File: src/rtl/parking_gate_ctrl.sv
// Parking gate controller: PIN-guarded entry gate with attempt limit,
// idle timeout, tailgating block and saturating occupancy counter.
// Moore FSM; every output is a flop loaded from next-state values.
module parking_gate_ctrl #(
  parameter int                PIN_W        = 8,
  parameter logic [PIN_W-1:0]  PIN_OK       = PIN_W'(8'h08),
  parameter int                MAX_INTENTOS = 3,
  parameter int                TIMEOUT      = 16,
  parameter int                CAPACIDAD    = 8,
  localparam int               CNT_W        = $clog2(CAPACIDAD + 1)
) (
  input  logic             Clk,
  input  logic             Reset,
  input  logic             Vehiculo,
  input  logic             Termino,
  input  logic             Salida,
  input  logic             enterPin,
  input  logic [PIN_W-1:0] Pin,
  output logic             Cerrado,
  output logic             Abierto,
  output logic             Alarma,
  output logic             Bloqueo,
  output logic             Lleno,
  output logic [CNT_W-1:0] Ocupacion
);

  typedef enum logic [2:0] {
    ESPERA  = 3'd0,
    PIN     = 3'd1,
    ABIERTO = 3'd2,
    ALARMA  = 3'd3,
    BLOQUEO = 3'd4
  } state_t;

  localparam logic [3:0]       MAX_T = 4'(MAX_INTENTOS);
  localparam logic [15:0]      TOUT  = 16'(TIMEOUT);
  localparam logic [CNT_W-1:0] CAP   = CNT_W'(CAPACIDAD);

  state_t           state_reg, state_next;
  logic [3:0]       tries_reg, tries_next;
  logic [15:0]      idle_reg, idle_next;
  logic [CNT_W-1:0] occ_reg, occ_next;
  logic             en_prev_reg;
  logic             cerrado_reg, abierto_reg, alarma_reg, bloqueo_reg, lleno_reg;
  logic             attempt;
  logic             pin_ok;
  logic             inc;

  // An attempt is only the rising edge of enterPin; the edge register is
  // cleared by reset, and reset always lands in ESPERA where attempts are
  // ignored, so a level held across reset release never counts.
  assign attempt = enterPin & ~en_prev_reg;
  assign pin_ok  = (Pin == PIN_OK);

  // Next-state, attempt/idle counter and entry-increment decisions.
  always_comb begin
    state_next = state_reg;
    tries_next = tries_reg;
    idle_next  = '0;
    inc        = 1'b0;
    case (state_reg)
      ESPERA: begin
        if (Vehiculo && !lleno_reg) begin
          state_next = PIN;
        end
      end
      PIN: begin
        if (attempt) begin
          // Any attempt restarts the idle counter (idle_next stays 0).
          if (pin_ok) begin
            state_next = ABIERTO;
            tries_next = '0;
          end else if (tries_reg + 4'd1 == MAX_T) begin
            state_next = ALARMA;
            tries_next = MAX_T;
          end else begin
            tries_next = tries_reg + 4'd1;
          end
        end else if (!Vehiculo) begin
          state_next = ESPERA;
          tries_next = '0;
        end else if (idle_reg + 16'd1 == TOUT) begin
          state_next = ESPERA;
          tries_next = '0;
        end else begin
          idle_next = idle_reg + 16'd1;
        end
      end
      ALARMA: begin
        // Wrong attempts leave the counter parked at the limit.
        if (attempt && pin_ok) begin
          state_next = ESPERA;
          tries_next = '0;
        end
      end
      ABIERTO: begin
        if (Termino) begin
          inc        = 1'b1;
          state_next = Vehiculo ? BLOQUEO : ESPERA;
        end
      end
      BLOQUEO: begin
        if (attempt && pin_ok) begin
          state_next = ESPERA;
        end
      end
      default: begin
        state_next = ESPERA;
        tries_next = '0;
      end
    endcase
  end

  // Occupancy: entry and exit in the same cycle cancel; both ends saturate.
  always_comb begin
    occ_next = occ_reg;
    if (inc && !Salida) begin
      if (occ_reg != CAP) begin
        occ_next = occ_reg + 1'b1;
      end
    end else if (!inc && Salida) begin
      if (occ_reg != '0) begin
        occ_next = occ_reg - 1'b1;
      end
    end
  end

  // State, counters and registered Moore outputs.
  always_ff @(posedge Clk or negedge Reset) begin
    if (!Reset) begin
      state_reg   <= ESPERA;
      tries_reg   <= '0;
      idle_reg    <= '0;
      occ_reg     <= '0;
      en_prev_reg <= 1'b0;
      cerrado_reg <= 1'b1;
      abierto_reg <= 1'b0;
      alarma_reg  <= 1'b0;
      bloqueo_reg <= 1'b0;
      lleno_reg   <= 1'b0;
    end else begin
      state_reg   <= state_next;
      tries_reg   <= tries_next;
      idle_reg    <= idle_next;
      occ_reg     <= occ_next;
      en_prev_reg <= enterPin;
      cerrado_reg <= (state_next != ABIERTO);
      abierto_reg <= (state_next == ABIERTO);
      alarma_reg  <= (state_next == ALARMA);
      bloqueo_reg <= (state_next == BLOQUEO);
      lleno_reg   <= (occ_next == CAP);
    end
  end

  assign Cerrado   = cerrado_reg;
  assign Abierto   = abierto_reg;
  assign Alarma    = alarma_reg;
  assign Bloqueo   = bloqueo_reg;
  assign Lleno     = lleno_reg;
  assign Ocupacion = occ_reg;

endmodule

File: config.mk
export PLATFORM = sky130hd
export DESIGN_NAME = parking_gate_ctrl
export DESIGN_NICKNAME = d
export VERILOG_FILES = /design/src/rtl/parking_gate_ctrl.sv
export SDC_FILE = /design/constraint.sdc
export NUM_CORES = 1
export LEC_CHECK = 0
export BUFFER_PORTS_ARGS = -buffer_cell sky130_fd_sc_hd__buf_2
export CAP_MARGIN = 20
export CORE_ASPECT_RATIO = 1.2
export CORE_MARGIN = 3
export CORE_UTILIZATION = 60
export DETAILED_ROUTE_END_ITERATION = 7
export PLACE_DENSITY = 0.93
export SETUP_SLACK_MARGIN = 0.1
export SLEW_MARGIN = 20
export SYNTH_ARGS = -nofsm -noshare
export SYNTH_HDL_FRONTEND = slang
export SYNTH_SLANG_ARGS = --single-unit
File: constraint.sdc
create_clock -name Clk -period 4.4 [get_ports Clk]
set_input_delay 0.44 -clock Clk [delete_from_list [all_inputs] [get_ports Clk]]
set_output_delay 0.44 -clock Clk [all_outputs]
set_load 0.05 [all_outputs]
==> tab_implementation.tex, run 1 <==
\begin{tabular}{lr}
\hline
Metric & Value \\
\hline
\multicolumn{2}{l}{\textbf{Outcome}} \\
Result of the run & completed \\
\multicolumn{2}{l}{\textbf{Timing}} \\
Worst rel slew slack & 0.538 \\
Ratio of final minimum period to clock period & 0.559 \\
Setup TNS & 0 ns \\
Total setup violations reported at the end of the flow & 0 \\
Highest Clock Rate & between 400 and 500 MHz \\
Final worst path period need & 2.46 ns \\
Unrepaired setup endpoints after global routing & false \\
Slew at the pin with the worst max-slew slack & 0.692 ns \\
Endpoints failing hold & 0 \\
Setup Skew & 0.0117 ns \\
Number of slew-limit violations in the final report & 0 \\
\multicolumn{2}{l}{\textbf{Drt}} \\
Via density & just over 6 \\
Routed wire length per instance & 15.1 µm \\
Initial drt markers & 117 \\
Routed vias & 1609 \\
DRC errors left & 0 \\
Total wire length after detailed routing & 3980 µm \\
Residual antenna-violating net count after detailed routing & 0 \\
First drt pass iteration count & 4 \\
\multicolumn{2}{l}{\textbf{Layout}} \\
Max FFs per register & 16 \\
Post-route cell area & 0.00214 mm² \\
Ratio of cells with drive above 1 in the final layout & 0.193 \\
P\&R area growth vs syn & 10.0\% \\
Diodes inserted & 0 \\
Post-layout nets & 246 \\
\multicolumn{2}{l}{\textbf{Logic synthesis}} \\
Share of synthesized cell area in full adder, half adder and majority cells & 0.0322 \\
Post-Synthesis Mean Instance Area & 9.48 µm² \\
Cell area after synthesis & a little under 0.002 mm² \\
Simple-gate portion of the synthesized area & 0.267 \\
Cell count after synthesis & slightly above 200 \\
Proportion of synthesized area in mux cells & 0.0193 \\
Register area share after synthesis & 0.426 \\
Largest family of logic cells by synthesized area & simple AND/OR/NAND/NOR gates \\
Number of flops mapped to enable cells by yosys & 0 \\
Syn Nets & 224 \\
Number of synthesized register bits & 33 \\
Most area-consuming cells after synthesis & sky130\_fd\_sc\_hd\_\_dfrtp\_1 (41\%), sky130\_fd\_sc\_hd\_\_xnor2\_1 (6.3\%), sky130\_fd\_sc\_hd\_\_nor2\_1 (5.0\%) \\
Share of flip-flops with an asynchronous set or reset after synthesis & 1.00 \\
Xor and xnor area share after synthesis & 0.0901 \\
Cell type with the highest aggregate area in the netlist & sky130\_fd\_sc\_hd\_\_dfrtp\_1 \\
Post-synth top area share & 0.412 \\
Leading register cell type out of synthesis & sky130\_fd\_sc\_hd\_\_dfrtp\_1 \\
Unique masters post-synth & 54 \\
Total of warnings raised by yosys & 0 \\
Complex-gate fraction of the synthesized area & 0.134 \\
\multicolumn{2}{l}{\textbf{GRT}} \\
Initial antenna violation count & 0 \\
Number of global-route vias before repair & approximately 1600 \\
GRT Resource Usage Total & 0.223 \\
Wire length of the first global-routing pass & 6670 µm \\
Pin count of the biggest net entering global routing & 34 \\
GRT Residual Overflow & 0 \\
\multicolumn{2}{l}{\textbf{Worst setup path}} \\
CP Class & reg2reg \\
Launch instance of the worst register-to-register path & idle\_reg[0] \\
Logic depth of the worst register-to-register path & 6 \\
Maximum single-stage delay on the critical path & 0.47 ns \\
Endpoint arrival time on the critical path & 2.64 ns \\
Critical path peak fanout & 16 \\
Beginning of the critical path & idle\_reg[0] \\
Data required time of the critical path & approximately 4.6 ns \\
Crit-path leading delay family & compound AO/OA/AOI/OAI gates \\
Critical path cell sequence & ha\_1 > nand2\_1 > a2111oi\_0 > o2111ai\_2 > o21ai\_4 > a21boi\_0 \\
Buffers and inverters on the worst path & 0 \\
Slowest stage cell, crit path & sky130\_fd\_sc\_hd\_\_a2111oi\_0 \\
Critical Path End Type & register \\
Internal reg-to-reg setup slack & about 2 ns \\
Destination of the worst register-to-register timing path & Alarma \\
Critical path launch point type & register \\
\multicolumn{2}{l}{\textbf{Floorplan}} \\
Vertical die dimension & 68.3 µm \\
Core outline area & approximately 0.0031 mm² \\
Die Wd & 58.0 µm \\
FP Rows & 22 \\
Overall die area & 0.00396 mm² \\
Starting density of the core & 0.630 \\
I/O pin total & 23 \\
\multicolumn{2}{l}{\textbf{CTS}} \\
Clock-pin slew on the worst setup and hold paths & 0.10 ns \\
Buffer depth of the longest clock path & 2 \\
Number of instances resized during post-cts repair & 0 \\
CTS H-tree depth & 2 \\
Buffer type at the clock tree root & sky130\_fd\_sc\_hd\_\_clkbuf\_4 \\
Sink Count & 33 \\
Quantity of hold-fixing buffers added after cts & 0 \\
CTS tree & yes \\
Post-CTS Setup Bufs & 0 \\
CTS Buf Count & 5 \\
Clock latency on the worst-skew pair & 0.33 ns \\
\multicolumn{2}{l}{\textbf{Pwr}} \\
VDD IR max & 423 µV \\
Static leakage & 0.900 nW \\
Power per cell area & 456 mW/mm² \\
\multicolumn{2}{l}{\textbf{Place}} \\
HPWL after detailed placement & around 3000 µm \\
Count of buffers from port buffering & 22 \\
Post-detailed-placement cell area & 0.00206 mm² \\
Global placer's final weighted congestion & 0.804 \\
\multicolumn{2}{l}{\textbf{Worst hold path}} \\
HP Class & in2async \\
\multicolumn{2}{l}{\textbf{Run}} \\
Max-cap violations & 0 \\
\hline
\end{tabular}
[synthesized netlist by cell type, types with 3 or more instances]
master / count
sky130_fd_sc_hd__ha_1: 5
sky130_fd_sc_hd__xor2_1: 6
sky130_fd_sc_hd__xnor2_1: 14
sky130_fd_sc_hd__nor3_1: 8
sky130_fd_sc_hd__nand4_1: 4
sky130_fd_sc_hd__inv_1: 7
sky130_fd_sc_hd__nand3_1: 10
sky130_fd_sc_hd__nor4b_1: 3
sky130_fd_sc_hd__nor4_1: 4
sky130_fd_sc_hd__nand2_1: 15
sky130_fd_sc_hd__o22ai_1: 4
sky130_fd_sc_hd__o21ai_0: 5
sky130_fd_sc_hd__and3_1: 3
sky130_fd_sc_hd__clkbuf_1: 4
sky130_fd_sc_hd__a21oi_1: 8
sky130_fd_sc_hd__nor2_1: 26
sky130_fd_sc_hd__dfrtp_1: 32
sky130_fd_sc_hd__nand2b_1: 3
[cell type report]
| type | count | area [µm²] |
|---|---|---|
| multi-input cells | 158 | 1060 |
| fillers | 217 | 945 |
| flip-flops and latches | 33 | 827 |
| repair buffers | 22 | 110 |
| clock buffers | 7 | 65.1 |
| well taps | 36 | 45.0 |
| inverters | 7 | 26.3 |
| clock inverters | 1 | 5.00 |
[kinds of logic after synthesis]
| group | count (synthesis) |
|---|---|
| XOR/XNOR | 20 |
| AND/OR/NAND/NOR | 94 |
| multiplexers | 3 |
| adder cells (fa/ha/maj) | 5 |
| AO/OA/AOI/OAI | 36 |
| flip-flops | 33 |
| buffers and inverters | 14 |
[through the flow]
stage	instances	utilization	worst slack [ns]	hold WS [ns]	power [mW]
after global routing	264	0.694	1.74	0.184	1.04
after detailed placement	256	0.669	1.90	0.528	0.786
final	264	0.694	1.94	0.140	0.975
after global placement	256	0.669	2.03	0.487	0.773
after floorplan	205	-	2.33	0.144	0.697
after CTS	264	0.692	1.92	0.168	0.977
[worst register-to-register path, stage by stage (launching register included)]
cell and delay, ns:
sky130_fd_sc_hd__dfrtp_1 0.43, sky130_fd_sc_hd__ha_1 0.32, sky130_fd_sc_hd__nand2_1 0.14, sky130_fd_sc_hd__a2111oi_0 0.47
sky130_fd_sc_hd__o2111ai_2 0.33, sky130_fd_sc_hd__o21ai_4 0.45, sky130_fd_sc_hd__a21boi_0 0.16
[layout by cell type, fill, tap and decap left out, types with 2 or more instances in the layout]
cell / n
sky130_fd_sc_hd__nand4_1: 4
sky130_fd_sc_hd__nor4_1: 4
sky130_fd_sc_hd__xor2_1: 6
sky130_fd_sc_hd__buf_2: 22
sky130_fd_sc_hd__nor4b_1: 3
sky130_fd_sc_hd__a31o_2: 2
sky130_fd_sc_hd__clkbuf_8: 2
sky130_fd_sc_hd__nand2_1: 15
sky130_fd_sc_hd__nor3_1: 8
sky130_fd_sc_hd__a22oi_1: 2
sky130_fd_sc_hd__nor2b_1: 2
sky130_fd_sc_hd__xnor2_1: 14
sky130_fd_sc_hd__a21oi_1: 8
sky130_fd_sc_hd__o31ai_1: 2
sky130_fd_sc_hd__nand3b_1: 2
sky130_fd_sc_hd__nand4b_1: 2
sky130_fd_sc_hd__ha_1: 5
sky130_fd_sc_hd__and2_1: 2
sky130_fd_sc_hd__nor2_1: 26
sky130_fd_sc_hd__clkbuf_4: 5
sky130_fd_sc_hd__dfrtp_1: 32
sky130_fd_sc_hd__nand2b_1: 3
sky130_fd_sc_hd__o22ai_1: 4
sky130_fd_sc_hd__nand3_1: 10
sky130_fd_sc_hd__a211oi_1: 2
sky130_fd_sc_hd__o21ai_0: 5
sky130_fd_sc_hd__and3_1: 3
sky130_fd_sc_hd__inv_1: 7
[power breakdown]
group | internal (mW) | total [mW] | switching [mW]
Sequential | 0.352 | 0.417 | 0.0657
Clock | 0.0925 | 0.188 | 0.0955
Combinational | 0.125 | 0.369 | 0.244
[routing by layer]
metal | wire [µm] | up-vias | global-route usage | share of wire
met5 | 0 | - | 0 | 0
met4 | 53 | 0 | 0.101 | 0.013
met3 | 139 | 5 | 0.0415 | 0.035
met2 | 2180 | 38 | 0.398 | 0.55
met1 | 1610 | 779 | 0.258 | 0.41
li1 | - | 787 | - | -
[worst max path at each step]
stage                               to  slack, ns  cells past startpoint
after floorplan           state_reg[0]       2.33                      9
after global placement           Lleno       2.03                      6
after detailed placement        Alarma       1.90                      6
after CTS                       Alarma       1.92                      6
after global routing            Alarma       1.74                      6
final                           Alarma       1.94                      6
Power figures use the tool's default switching activity.
==> inputs of run 2 (changes only) <==
Settings changed: ABC_AREA from default to 1, CORE_UTILIZATION 60 to 57, PLACE_DENSITY 0.93 to 0.89.
Clock period 4.4 ns to 2.3 ns, I/O delays scaled along.
==> tab_implementation.tex, run 2 <==
\begin{tabular}{lr}
\hline
Metric & Value \\
\hline
\multicolumn{2}{l}{\textbf{Logic synthesis}} \\
Register area share after synthesis & 0.428 (+0.00248) \\
Post-synth top area share & 0.415 (+0.00240) \\
Most area-consuming cells after synthesis & sky130\_fd\_sc\_hd\_\_dfrtp\_1 (41\%), sky130\_fd\_sc\_hd\_\_nand2\_1 (13\%), sky130\_fd\_sc\_hd\_\_inv\_1 (7.4\%) \\
Share of flip-flops with an asynchronous set or reset after synthesis & 1.00 (unchanged) \\
Cell type with the highest aggregate area in the netlist & sky130\_fd\_sc\_hd\_\_dfrtp\_1 \\
Number of synthesized register bits & 33 (unchanged) \\
Number of flops mapped to enable cells by yosys & 0 (unchanged) \\
Cell count after synthesis & 255 (+24\%) \\
Post-Synthesis Mean Instance Area & 7.58 µm² (-20\%) \\
Most used standard cell by instance count after synthesis & sky130\_fd\_sc\_hd\_\_nand2\_1 \\
Cell area after synthesis & 0.00193 mm² (-0.58\%) \\
Leading register cell type out of synthesis & sky130\_fd\_sc\_hd\_\_dfrtp\_1 \\
Unique masters post-synth & 31 (-43\%) \\
Syn Nets & 274 (+22\%) \\
Total of warnings raised by yosys & 0 (unchanged) \\
Leading post-synthesis cells by instance count & sky130\_fd\_sc\_hd\_\_nand2\_1 (65), sky130\_fd\_sc\_hd\_\_inv\_1 (38), sky130\_fd\_sc\_hd\_\_nor2\_1 (33) \\
\multicolumn{2}{l}{\textbf{Worst setup path}} \\
Slowest stage cell, crit path & sky130\_fd\_sc\_hd\_\_dfrtp\_1 \\
Critical path launch point type & register \\
Endpoint arrival time on the critical path & 2.23 ns (-0.41 ns) \\
Launch instance of the worst register-to-register path & idle\_reg[0] \\
Maximum single-stage delay on the critical path & 0.42 ns (-0.05 ns) \\
Critical path cell sequence & ha\_2 > nand3\_2 > nor2\_4 > nand2\_2 > o21ai\_1 > nand2\_1 > nand2\_1 > nor2\_1 > nand2\_2 > nand2\_8 > buf\_4 > nor3\_1 \\
CP Class & reg2reg \\
Destination of the worst register-to-register timing path & idle\_reg[2] \\
Critical Path End Type & register \\
Logic depth of the worst register-to-register path & 12 (+6) \\
Data required time of the critical path & 2.57 ns (-2.01 ns) \\
Critical path peak fanout & 9 (-7) \\
Internal reg-to-reg setup slack & 0.34 ns (-1.60 ns) \\
\multicolumn{2}{l}{\textbf{Floorplan}} \\
Overall die area & 0.00413 mm² (+4.2\%) \\
I/O pin total & 23 (unchanged) \\
Die Wd & 59.1 µm (+2.1\%) \\
Starting density of the core & 0.610 (-0.0200) \\
FP Rows & 22 (unchanged) \\
Core outline area & 0.00317 mm² (+2.7\%) \\
Vertical die dimension & 69.8 µm (+2.1\%) \\
\multicolumn{2}{l}{\textbf{CTS}} \\
Sink Count & 33 (unchanged) \\
Clock-pin slew on the worst setup and hold paths & 0.12 ns (+0.02 ns) \\
CTS Buf Count & 5 (unchanged) \\
CTS tree & yes \\
CTS H-tree depth & 2 (unchanged) \\
Buffer type at the clock tree root & sky130\_fd\_sc\_hd\_\_clkbuf\_4 \\
Clock latency on the worst-skew pair & 0.35 ns (+0.02 ns) \\
Buffer depth of the longest clock path & 2 (unchanged) \\
\multicolumn{2}{l}{\textbf{Timing}} \\
Setup TNS & 0 ns (unchanged) \\
Unrepaired setup endpoints after global routing & false \\
Total setup violations reported at the end of the flow & 0 (unchanged) \\
Final worst path period need & 1.96 ns (-0.499 ns) \\
Worst hold margin & 0.199 ns (+0.0598 ns) \\
Setup Skew & 0.0128 ns (+0.00110 ns) \\
Endpoints failing hold & 0 (unchanged) \\
Highest Clock Rate & 510 MHz (+25\%) \\
Worst rel slew slack & 0.529 (-0.00992) \\
Ratio of final minimum period to clock period & 0.852 (+0.293) \\
Slew at the pin with the worst max-slew slack & 0.702 ns (+0.00948 ns) \\
Number of slew-limit violations in the final report & 0 (unchanged) \\
Final critical-path setup slack & 0.341 ns (-1.60 ns) \\
\multicolumn{2}{l}{\textbf{Drt}} \\
Routed vias & 1712 (+6.4\%) \\
Routed wire length per instance & 11.7 µm (-22\%) \\
Residual antenna-violating net count after detailed routing & 0 (unchanged) \\
Via density & 5.24 (-14\%) \\
Initial drt markers & 72 (-38\%) \\
First drt pass iteration count & 4 (unchanged) \\
DRC errors left & 0 (unchanged) \\
Total wire length after detailed routing & 3830 µm (-3.7\%) \\
\multicolumn{2}{l}{\textbf{Place}} \\
Instance count after placement with tap cells included & 312 (+22\%) \\
Post-detailed-placement cell area & 0.00208 mm² (+0.67\%) \\
Count of buffers from port buffering & 22 (unchanged) \\
HPWL after detailed placement & 2850 µm (-4.4\%) \\
Worst setup slack after placement & 0.315 ns (-1.59 ns) \\
Global placer's final weighted congestion & 0.858 (+6.8\%) \\
\multicolumn{2}{l}{\textbf{Outcome}} \\
Result of the run & completed \\
\multicolumn{2}{l}{\textbf{Layout}} \\
Ratio of cells with drive above 1 in the final layout & 0.206 (+0.0132) \\
Final Util & 0.712 (+0.0183) \\
Commonest non-fill, non-tap cells in the layout & sky130\_fd\_sc\_hd\_\_nand2\_1 (65), sky130\_fd\_sc\_hd\_\_inv\_1 (38), sky130\_fd\_sc\_hd\_\_dfrtp\_1 (32), sky130\_fd\_sc\_hd\_\_nor2\_1 (32), sky130\_fd\_sc\_hd\_\_buf\_2 (22) \\
Post-layout nets & 309 (+26\%) \\
Diodes inserted & 0 (unchanged) \\
Count of fill cells added during filler insertion & 241 (+11\%) \\
Most frequent standard cell in the layout excluding fill and tap cells & sky130\_fd\_sc\_hd\_\_nand2\_1 \\
Non-filler instance count after layout & 327 (+24\%) \\
Post-route cell area & 0.00225 mm² (+5.4\%) \\
P\&R area growth vs syn & 16.6\% \\
Max FFs per register & 16 (unchanged) \\
\multicolumn{2}{l}{\textbf{GRT}} \\
GRT Resource Usage Total & 0.213 (-0.00980) \\
Initial antenna violation count & 0 (unchanged) \\
Wire length of the first global-routing pass & 6840 µm (+2.6\%) \\
Number of global-route vias before repair & 1670 (+6.9\%) \\
GRT Residual Overflow & 0 (unchanged) \\
Pin count of the biggest net entering global routing & 34 (unchanged) \\
\multicolumn{2}{l}{\textbf{Pwr}} \\
VDD IR max & 978 µV (+130\%) \\
Overall power of the completed layout & 2.17 mW (+120\%) \\
Static leakage & 1.10 nW (+23\%) \\
Power per cell area & 962 mW/mm² (+110\%) \\
\multicolumn{2}{l}{\textbf{Worst hold path}} \\
Source of the worst hold timing path & Termino \\
Hold path endpoint & state\_reg[1] \\
Cell depth of the worst min-delay path & 4 \\
HP Class & in2reg \\
\multicolumn{2}{l}{\textbf{Run}} \\
Max-cap violations & 0 (unchanged) \\
\hline
\end{tabular}
==> run 2: changes by cell type after synthesis, sizes merged, moves of 5 or more <==
cell	before	now
clkbuf	5	0
inv	7	40
nand2	16	72
nor2	26	39
xnor2	14	2
==> run 2: where the power goes <==
part / internal, mW / switching (mW)
logic: 0.268 / 0.559
clock network: 0.342 / 0.219
registers: 0.679 / 0.101
==> run 2: routing by layer <==
layer  wire length, µm  up-vias  GRT usage
li1                  -      875          -
met1              1610      787      0.240
met2              1970       43      0.377
met3               188        7     0.0521
met4                63        0     0.0756
met5                 0        -          0
==> run 2: kinds of logic after synthesis <==
group / share of synthesized area
XOR/XNOR: 0.0272
AND/OR/NAND/NOR: 0.350
AO/OA/AOI/OAI: 0.0771
adder cells (fa/ha/maj): 0.0324
flip-flops: 0.428
buffers and inverters: 0.0855
==> run 2: cell type report <==
type / instances / area [µm²] / area share
flip-flops and latches: 33 / 827 / 0.367
clock inverters: 3 / 68.8 / 0.0305
clock buffers: 5 / 37.5 / 0.0167
inverters: 41 / 154 / 0.0683
repair buffers: 29 / 168 / 0.0744
well taps: 36 / 45.0 / 0.0200
multi-input cells: 180 / 953 / 0.423
==> run 2: critical path, delay by kind of cell (launching register included) <==
kind | cells | cell delay [ns]
and+or+nand+nor | 9 | 0.88
AOI/OAI and AO/OA | 1 | 0.17
buffers and inverters | 1 | 0.19
adders and majority gates | 1 | 0.22
DFF | 1 | 0.42
==> run 2: worst max-delay path by stage <==
stage | start | endpoint | depth (start not counted)
after floorplan | Ocupacion[0] | Lleno | 8
after global placement | idle_reg[0] | tries_reg[2] | 14
after detailed placement | idle_reg[0] | tries_reg[2] | 14
after CTS | idle_reg[0] | tries_reg[3] | 14
after global routing | idle_reg[0] | tries_reg[3] | 14
final | idle_reg[0] | idle_reg[2] | 12
==> run 2: what timing repair did <==
item / in CTS / in global routing
hold buffers: 2 / 0
resized for setup: 0 / 3
endpoints found under the setup margin: 0 / 9
hold endpoints to repair: 33 / 0
setup buffers: 0 / 5
